**src/rtl/key_cond.sv**
```systemverilog
// rtl/key_cond.sv - push-button synchroniser, debouncer, press pulses and direction arbiter
// Optional direction-key auto-repeat is enabled by defining KEY_AUTOREPEAT_EN.
module key_cond #(
   parameter int DEB_CNT = 20000,
   parameter int REP_DLY = 500000,
   parameter int REP_PER = 200000
) (
   input  logic       sys_clk,
   input  logic       sys_rst,
   input  logic       key_restart_i,
   input  logic       key_up_i,
   input  logic       key_down_i,
   input  logic       key_left_i,
   input  logic       key_right_i,
   output logic       restart_p,
   output logic       up_p,
   output logic       down_p,
   output logic       left_p,
   output logic       right_p,
   output logic       dir_valid,
   output logic [1:0] dir_code,
   output logic       key_busy
);

   localparam int            CW      = (DEB_CNT > 1) ? $clog2(DEB_CNT) : 1;
   localparam logic [CW-1:0] DEB_MAX = CW'(DEB_CNT - 1);

   // Bit order everywhere: {right, left, down, up, restart}
   logic [4:0]    raw;
   logic [4:0]    meta;
   logic [4:0]    sync;
   logic [4:0]    level;
   logic [4:0]    accept;
   logic [4:0]    rise;
   logic [4:0]    rep_fire;
   logic [4:0]    press;
   logic [CW-1:0] cnt [5];
   logic [3:0]    dir;
   logic          dir_one;
   logic          dir_ok;

   assign raw = {key_right_i, key_left_i, key_down_i, key_up_i, key_restart_i};

   always_ff @(posedge sys_clk or posedge sys_rst) begin
      if (sys_rst) begin
         meta <= '0;
         sync <= '0;
      end else begin
         meta <= raw;
         sync <= meta;
      end
   end

   always_comb begin
      accept = '0;
      for (int k = 0; k < 5; k++)
         accept[k] = (sync[k] != level[k]) && (cnt[k] == DEB_MAX);
   end

   assign rise = accept & sync;

   // Any return of sync to the current level restarts the stability count
   always_ff @(posedge sys_clk or posedge sys_rst) begin
      if (sys_rst) begin
         level <= '0;
         for (int k = 0; k < 5; k++)
            cnt[k] <= '0;
      end else begin
         for (int k = 0; k < 5; k++) begin
            if (sync[k] == level[k]) begin
               cnt[k] <= '0;
            end else if (accept[k]) begin
               level[k] <= sync[k];
               cnt[k]   <= '0;
            end else begin
               cnt[k] <= cnt[k] + 1'b1;
            end
         end
      end
   end

`ifdef KEY_AUTOREPEAT_EN
   localparam int            RMAX    = (REP_DLY > REP_PER) ? REP_DLY : REP_PER;
   localparam int            RW      = $clog2(RMAX + 1);
   localparam logic [RW-1:0] DLY_MAX = RW'(REP_DLY - 1);
   localparam logic [RW-1:0] PER_MAX = RW'(REP_PER - 1);

   logic [RW-1:0] hold_cnt [1:4];
   logic [4:1]    hold_rep;

   always_comb begin
      rep_fire = '0;
      for (int k = 1; k < 5; k++)
         rep_fire[k] = level[k] && (hold_cnt[k] == (hold_rep[k] ? PER_MAX : DLY_MAX));
   end

   // hold_rep selects the first (long) delay versus the repeat period
   always_ff @(posedge sys_clk or posedge sys_rst) begin
      if (sys_rst) begin
         hold_rep <= '0;
         for (int k = 1; k < 5; k++)
            hold_cnt[k] <= '0;
      end else begin
         for (int k = 1; k < 5; k++) begin
            if (!level[k]) begin
               hold_cnt[k] <= '0;
               hold_rep[k] <= 1'b0;
            end else if (rep_fire[k]) begin
               hold_cnt[k] <= '0;
               hold_rep[k] <= 1'b1;
            end else begin
               hold_cnt[k] <= hold_cnt[k] + 1'b1;
            end
         end
      end
   end
`else
   assign rep_fire = '0;
`endif

   always_ff @(posedge sys_clk or posedge sys_rst) begin
      if (sys_rst)
         press <= '0;
      else
         press <= rise | rep_fire;
   end

   assign restart_p = press[0];
   assign up_p      = press[1];
   assign down_p    = press[2];
   assign left_p    = press[3];
   assign right_p   = press[4];

   assign dir     = press[4:1];
   assign dir_one = (dir != 4'b0000) && ((dir & (dir - 4'd1)) == 4'b0000);
   assign dir_ok  = dir_one && !press[0];

   // One-hot dir maps to code: up 00, down 01, left 10, right 11
   always_ff @(posedge sys_clk or posedge sys_rst) begin
      if (sys_rst) begin
         dir_valid <= 1'b0;
         dir_code  <= 2'b00;
      end else begin
         dir_valid <= dir_ok;
         if (dir_ok)
            dir_code <= {dir[2] | dir[3], dir[1] | dir[3]};
      end
   end

   assign key_busy = |level;

endmodule

```
**config.mk**
```make
export PLATFORM = sky130hd
export DESIGN_NAME = key_cond
export DESIGN_NICKNAME = d
export VERILOG_FILES = /design/src/rtl/key_cond.sv
export SDC_FILE = /design/constraint.sdc
export NUM_CORES = 1
export LEC_CHECK = 0
export ABC_CLOCK_PERIOD_IN_PS = 8450
export CORE_MARGIN = 8
export CORE_UTILIZATION = 48
export DETAILED_ROUTE_END_ITERATION = 10
export PLACE_DENSITY = 0.7
export SYNTH_ARGS = -nofsm -noshare
export SYNTH_HDL_FRONTEND = slang
export SYNTH_SLANG_ARGS = --single-unit
```
**constraint.sdc**
```tcl
create_clock -name sys_clk -period 8.45 [get_ports sys_clk]
set_input_delay 1.2675 -clock sys_clk [delete_from_list [all_inputs] [get_ports sys_clk]]
set_output_delay 1.2675 -clock sys_clk [all_outputs]
set_load 0.01 [all_outputs]
```
Yosys cells after proc, flatten, opt, wreduce, memory -nomap -nowiden:

Cells that the tools add are included.

* register bits after elaboration: 98
* output and inout port bits: 9
* word-level logic and storage cells: 71

* add/subtract/negate cells: 6
* equality and inequality tests: 15
* multiplexer cells: 10
* bitwise logic cells: 9
* reduce and logical (&&, ||, !) cells: 16

Operators with widths (number)
* 15-bit 2-to-1 mux: 10
* 15-bit by 1-bit adder with 15-bit output (second input constant): 5
* 15-bit == test (second input constant): 5
* 2-bit AND reduction: 5
* 1-bit logical AND: 7
* 5-bit AND: 1
* 1-bit == test: 5
* 1-bit != test: 5
* 1-bit NOT: 5
* 5-bit OR reduction: 1
* 4-bit AND: 1
* 4-bit zero test: 1
* 4-bit nonzero test: 1
* 4-bit by 1-bit subtractor with 4-bit output (second input constant): 1
* 1-bit bitwise OR: 2
* 1-bit zero test: 1

Longest topological paths before layout:

* word-level depth: 5
* gate-level depth with buffers: 7
* depth with buffers taken out: 5

Least setup slack after synthesis:

No wires, ideal clock.

* path type: reg2out
* start point: register level[2]
* end point: output key_busy
* arrival time: 0.672 ns
* setup slack: 6.511 ns
* stages on the path, launching flop included: 3
* cells stage by stage: dfrtp_1 -> nor3_1 -> nand2_1

* word-level cells in the longest chain between the ends: 1

Ends and longest elaborated chain
* from (decl): RTL line 32 `logic [4:0] level;`
* from (signal, indexed assignment): RTL line 73 `level[k] <= sync[k];`
* 5-bit OR reduction: RTL line 150 `assign key_busy = |level;`
* to (decl): RTL line 22 `output logic key_busy`

Every way passes these cells.

Final worst setup path:

Ends and elaborated chain as after synthesis.

==> run_results.csv <==
group,metric,value,unit
min_path,hp-start,"meta[2]",
yosys,synth_area,4460,sq um
setup_path,worstReg2RegEnd,"press[2]",
route,drt_iter0_markers,113,
setup_path,reg2reg_depth,4,
final_layout,n_antenna_cell,0,
clocking,h-tree-depth,3,
yosys,ys_types,32,
pwr,total_power,0.000860,W
pwr,power_leakage,2.10,nW
placed_design,place.gp.congestion,0.785,
timing,setup_viol,0,
clocking,clkSlewWorstSetupHoldPaths,0.09,ns
timing,whs,0.353,ns
floorplanning,die_x,112,microns
route,vias_per_cell,5.45,
timing,timing.final.crit_share,33.3,%
pwr,power_density,174,nW/um^2
timing,tns,0,ns
yosys,ys_seq_elements,98,
timing,fmax,355,MHz
route,drt_pass1_iterations,4,
global_route,grt_pass1_wl,13700,microns
timing,fin_skew,0.0140,ns
global_route,antenna_found_initial,0,
clocking,ctsResizeCount,0,
floorplanning,core_area,9150,sq um
setup_path,worstSetupPathType,"flop to output pin",
yosys,yosysWarningCount,0,
pwr,ir_drop,0.0000925,V
global_route,grt_pass1_vias,2984,
yosys,seq_area_frac_synth,54.9,%
final_layout,layout-drive-gt1-share,6.26,%
setup_path,cp-end-kind,"output pin",
route,wirelength,7700,microns
route,ant_nets,0,
setup_path,crit_path_start_kind,"flop",
timing,period_needed,2.82,ns
global_route,grt_usage,13.2,%
status,status,"finished, final reports clean",
route,avgRoutedWirePerCell,13.8,microns
timing,max-slew-margin-rel,47.6,%
timing,worst_pin_slew,0.786,ns
floorplanning,dieHeight,112,microns
clocking,ctsRootBufferMaster,"clkbuf_8",
yosys,syn_inst,424,
floorplanning,start_util,48.8,%
setup_path,arrival,1.55,ns
yosys,async_reset_ff_share,100,%
clocking,clock_latency,0.36,ns
route,route.detailed.drc,0,
setup_path,path_max_fanout,4,
run,maxCapViolCount,0,
timing,rsz0062_at_grt,"no",
clocking,clock_sinks,98,
setup_path,required,7.18,ns
global_route,grt_max_degree,66,
final_layout,final_common_cell,"dfrtp_1",
yosys,synth_edf_count,0,
yosys,synth_flop_cell,"dfrtp_1",
yosys,syn_avg_cell_area,10.5,sq um
min_path,worstHoldEndpoint,"sync[2]",
clocking,postCtsSetupBuffers,0,
placed_design,io_buffers,15,
final_layout,layout_common_cells,"98 x dfrtp_1, 78 x nor2_1, 35 x xor2_1, 35 x xnor2_1",
min_path,holdPathStages,0,
route,vias,3043,
global_route,grt-ovfl-total,0,
timing,drv_slew,0,
placed_design,dp_hpwl,5360,microns
floorplanning,pin_count,16,
yosys,synth_fp_nets,436,
clocking,hold_buffers,0,
final_layout,syn2layout_area_growth,10.9,%
setup_path,reg2reg_slack,6.43,ns
final_layout,nets,454,
clocking,cts_tree,"done",
floorplanning,rows,35,
timing,finalHoldViolCount,0,
floorplanning,die_area,12600,sq um
min_path,hold_path.class,"flop to flop",
setup_path,r2r_start,"cnt[30]",
clocking,cts_max_path_buffers,2,
clocking,cts_buffers,9,
where the power goes:
part | switching [W] | internal [W] | total (W)
Combinational | 0.0000195 | 0.00000965 | 0.0000292
Sequential | 0.00000739 | 0.000477 | 0.000484
Clock | 0.000162 | 0.000185 | 0.000347
Total | 0.000189 | 0.000671 | 0.000860
final cells by class:
cell class | count | area, sq um
inverter | 8 | 32.5
sequential | 98 | 2450
fill | 781 | 4200
tap | 111 | 139
clock buffer | 11 | 151
timing repair buffer | 16 | 158
multi-input combinational | 309 | 1930
clock inverter | 5 | 85.1
routing by layer:
| layer | track usage (%) | vias to the layer above | wire length [microns] |
|---|---|---|---|
| met1 | 17.6 | 1491 | 3820 |
| met3 | 3.44 | 9 | 235 |
| met4 | 4.32 | 0 | 104 |
| met2 | 20.3 | 35 | 3540 |
| li1 | - | 1508 | - |
| met5 | 0 | - | 0 |
cell families after synthesis:
family | Yosys count | synth area share (%)
buffers and inverters | 17 | 1.77
muxes | 5 | 1.43
DFF | 98 | 54.9
adders and majority gates | 5 | 1.40
AOI/OAI and AO/OA | 10 | 1.32
and+or+nand+nor | 219 | 25.4
xor gates and xnor gates | 70 | 13.7
stage by stage:
| step | setup slack, ns | utilization (%) | instances | instance area, sq um |
|---|---|---|---|---|
| after floorplan | 4.62 | - | 424 | 4460 |
| after global placement | 5.60 | 51.5 | 542 | 4710 |
| after detailed placement | 5.57 | 51.5 | 542 | 4710 |
| after CTS | 5.59 | 54.1 | 558 | 4950 |
| after global routing | 5.51 | 54.1 | 558 | 4950 |
| final | 5.63 | 54.1 | 558 | 4950 |
critical path: stages (launching register included):
cell and delay (ns):
dfrtp_1 0.42, nor3_1 0.20, nand2_1 0.10, clkdlybuf4s50_1 0.48
flip-flops by register name (all words and copies together) (netlist names):
register   cells
press          5
cnt           75
dir_valid      1
sync           5
meta           5
level          5
dir_code       2
worst max-delay path by stage:
stage	to	start	cells after the start	slack, ns
final	key_busy	level[2]	3	5.63
after global routing	key_busy	level[2]	3	5.51
after floorplan	cnt[0]	sys_rst	1	4.62
after global placement	cnt[14]	sys_rst	3	5.60
after detailed placement	cnt[8]	sys_rst	3	5.57
after CTS	key_busy	level[2]	3	5.59
synthesized netlist by cell type, drive strengths merged (2+ instances only):
cell type,n,area (sq um)
dfrtp,98,2450
nor2,78,293
xnor2,35,307
xor2,35,307
nand2,25,98.8
nand3,24,120
nand4,24,150
nor4,14,87.6
nor3,13,65.1
and4,10,87.6
inv,8,30.0
clkbuf,7,26.3
nor3b,6,45.0
or3,6,37.5
and3,5,31.3
ha,5,62.6
mux2,5,63.8
o21ai,5,25.0
and2,3,18.8
a211oi,2,15.0
a21oi,2,10.0
buf,2,22.5
nand4b,2,17.5
nor4b,2,17.5
or4,2,22.5
or4b,2,20.0
Power figures use the tool's default switching activity.
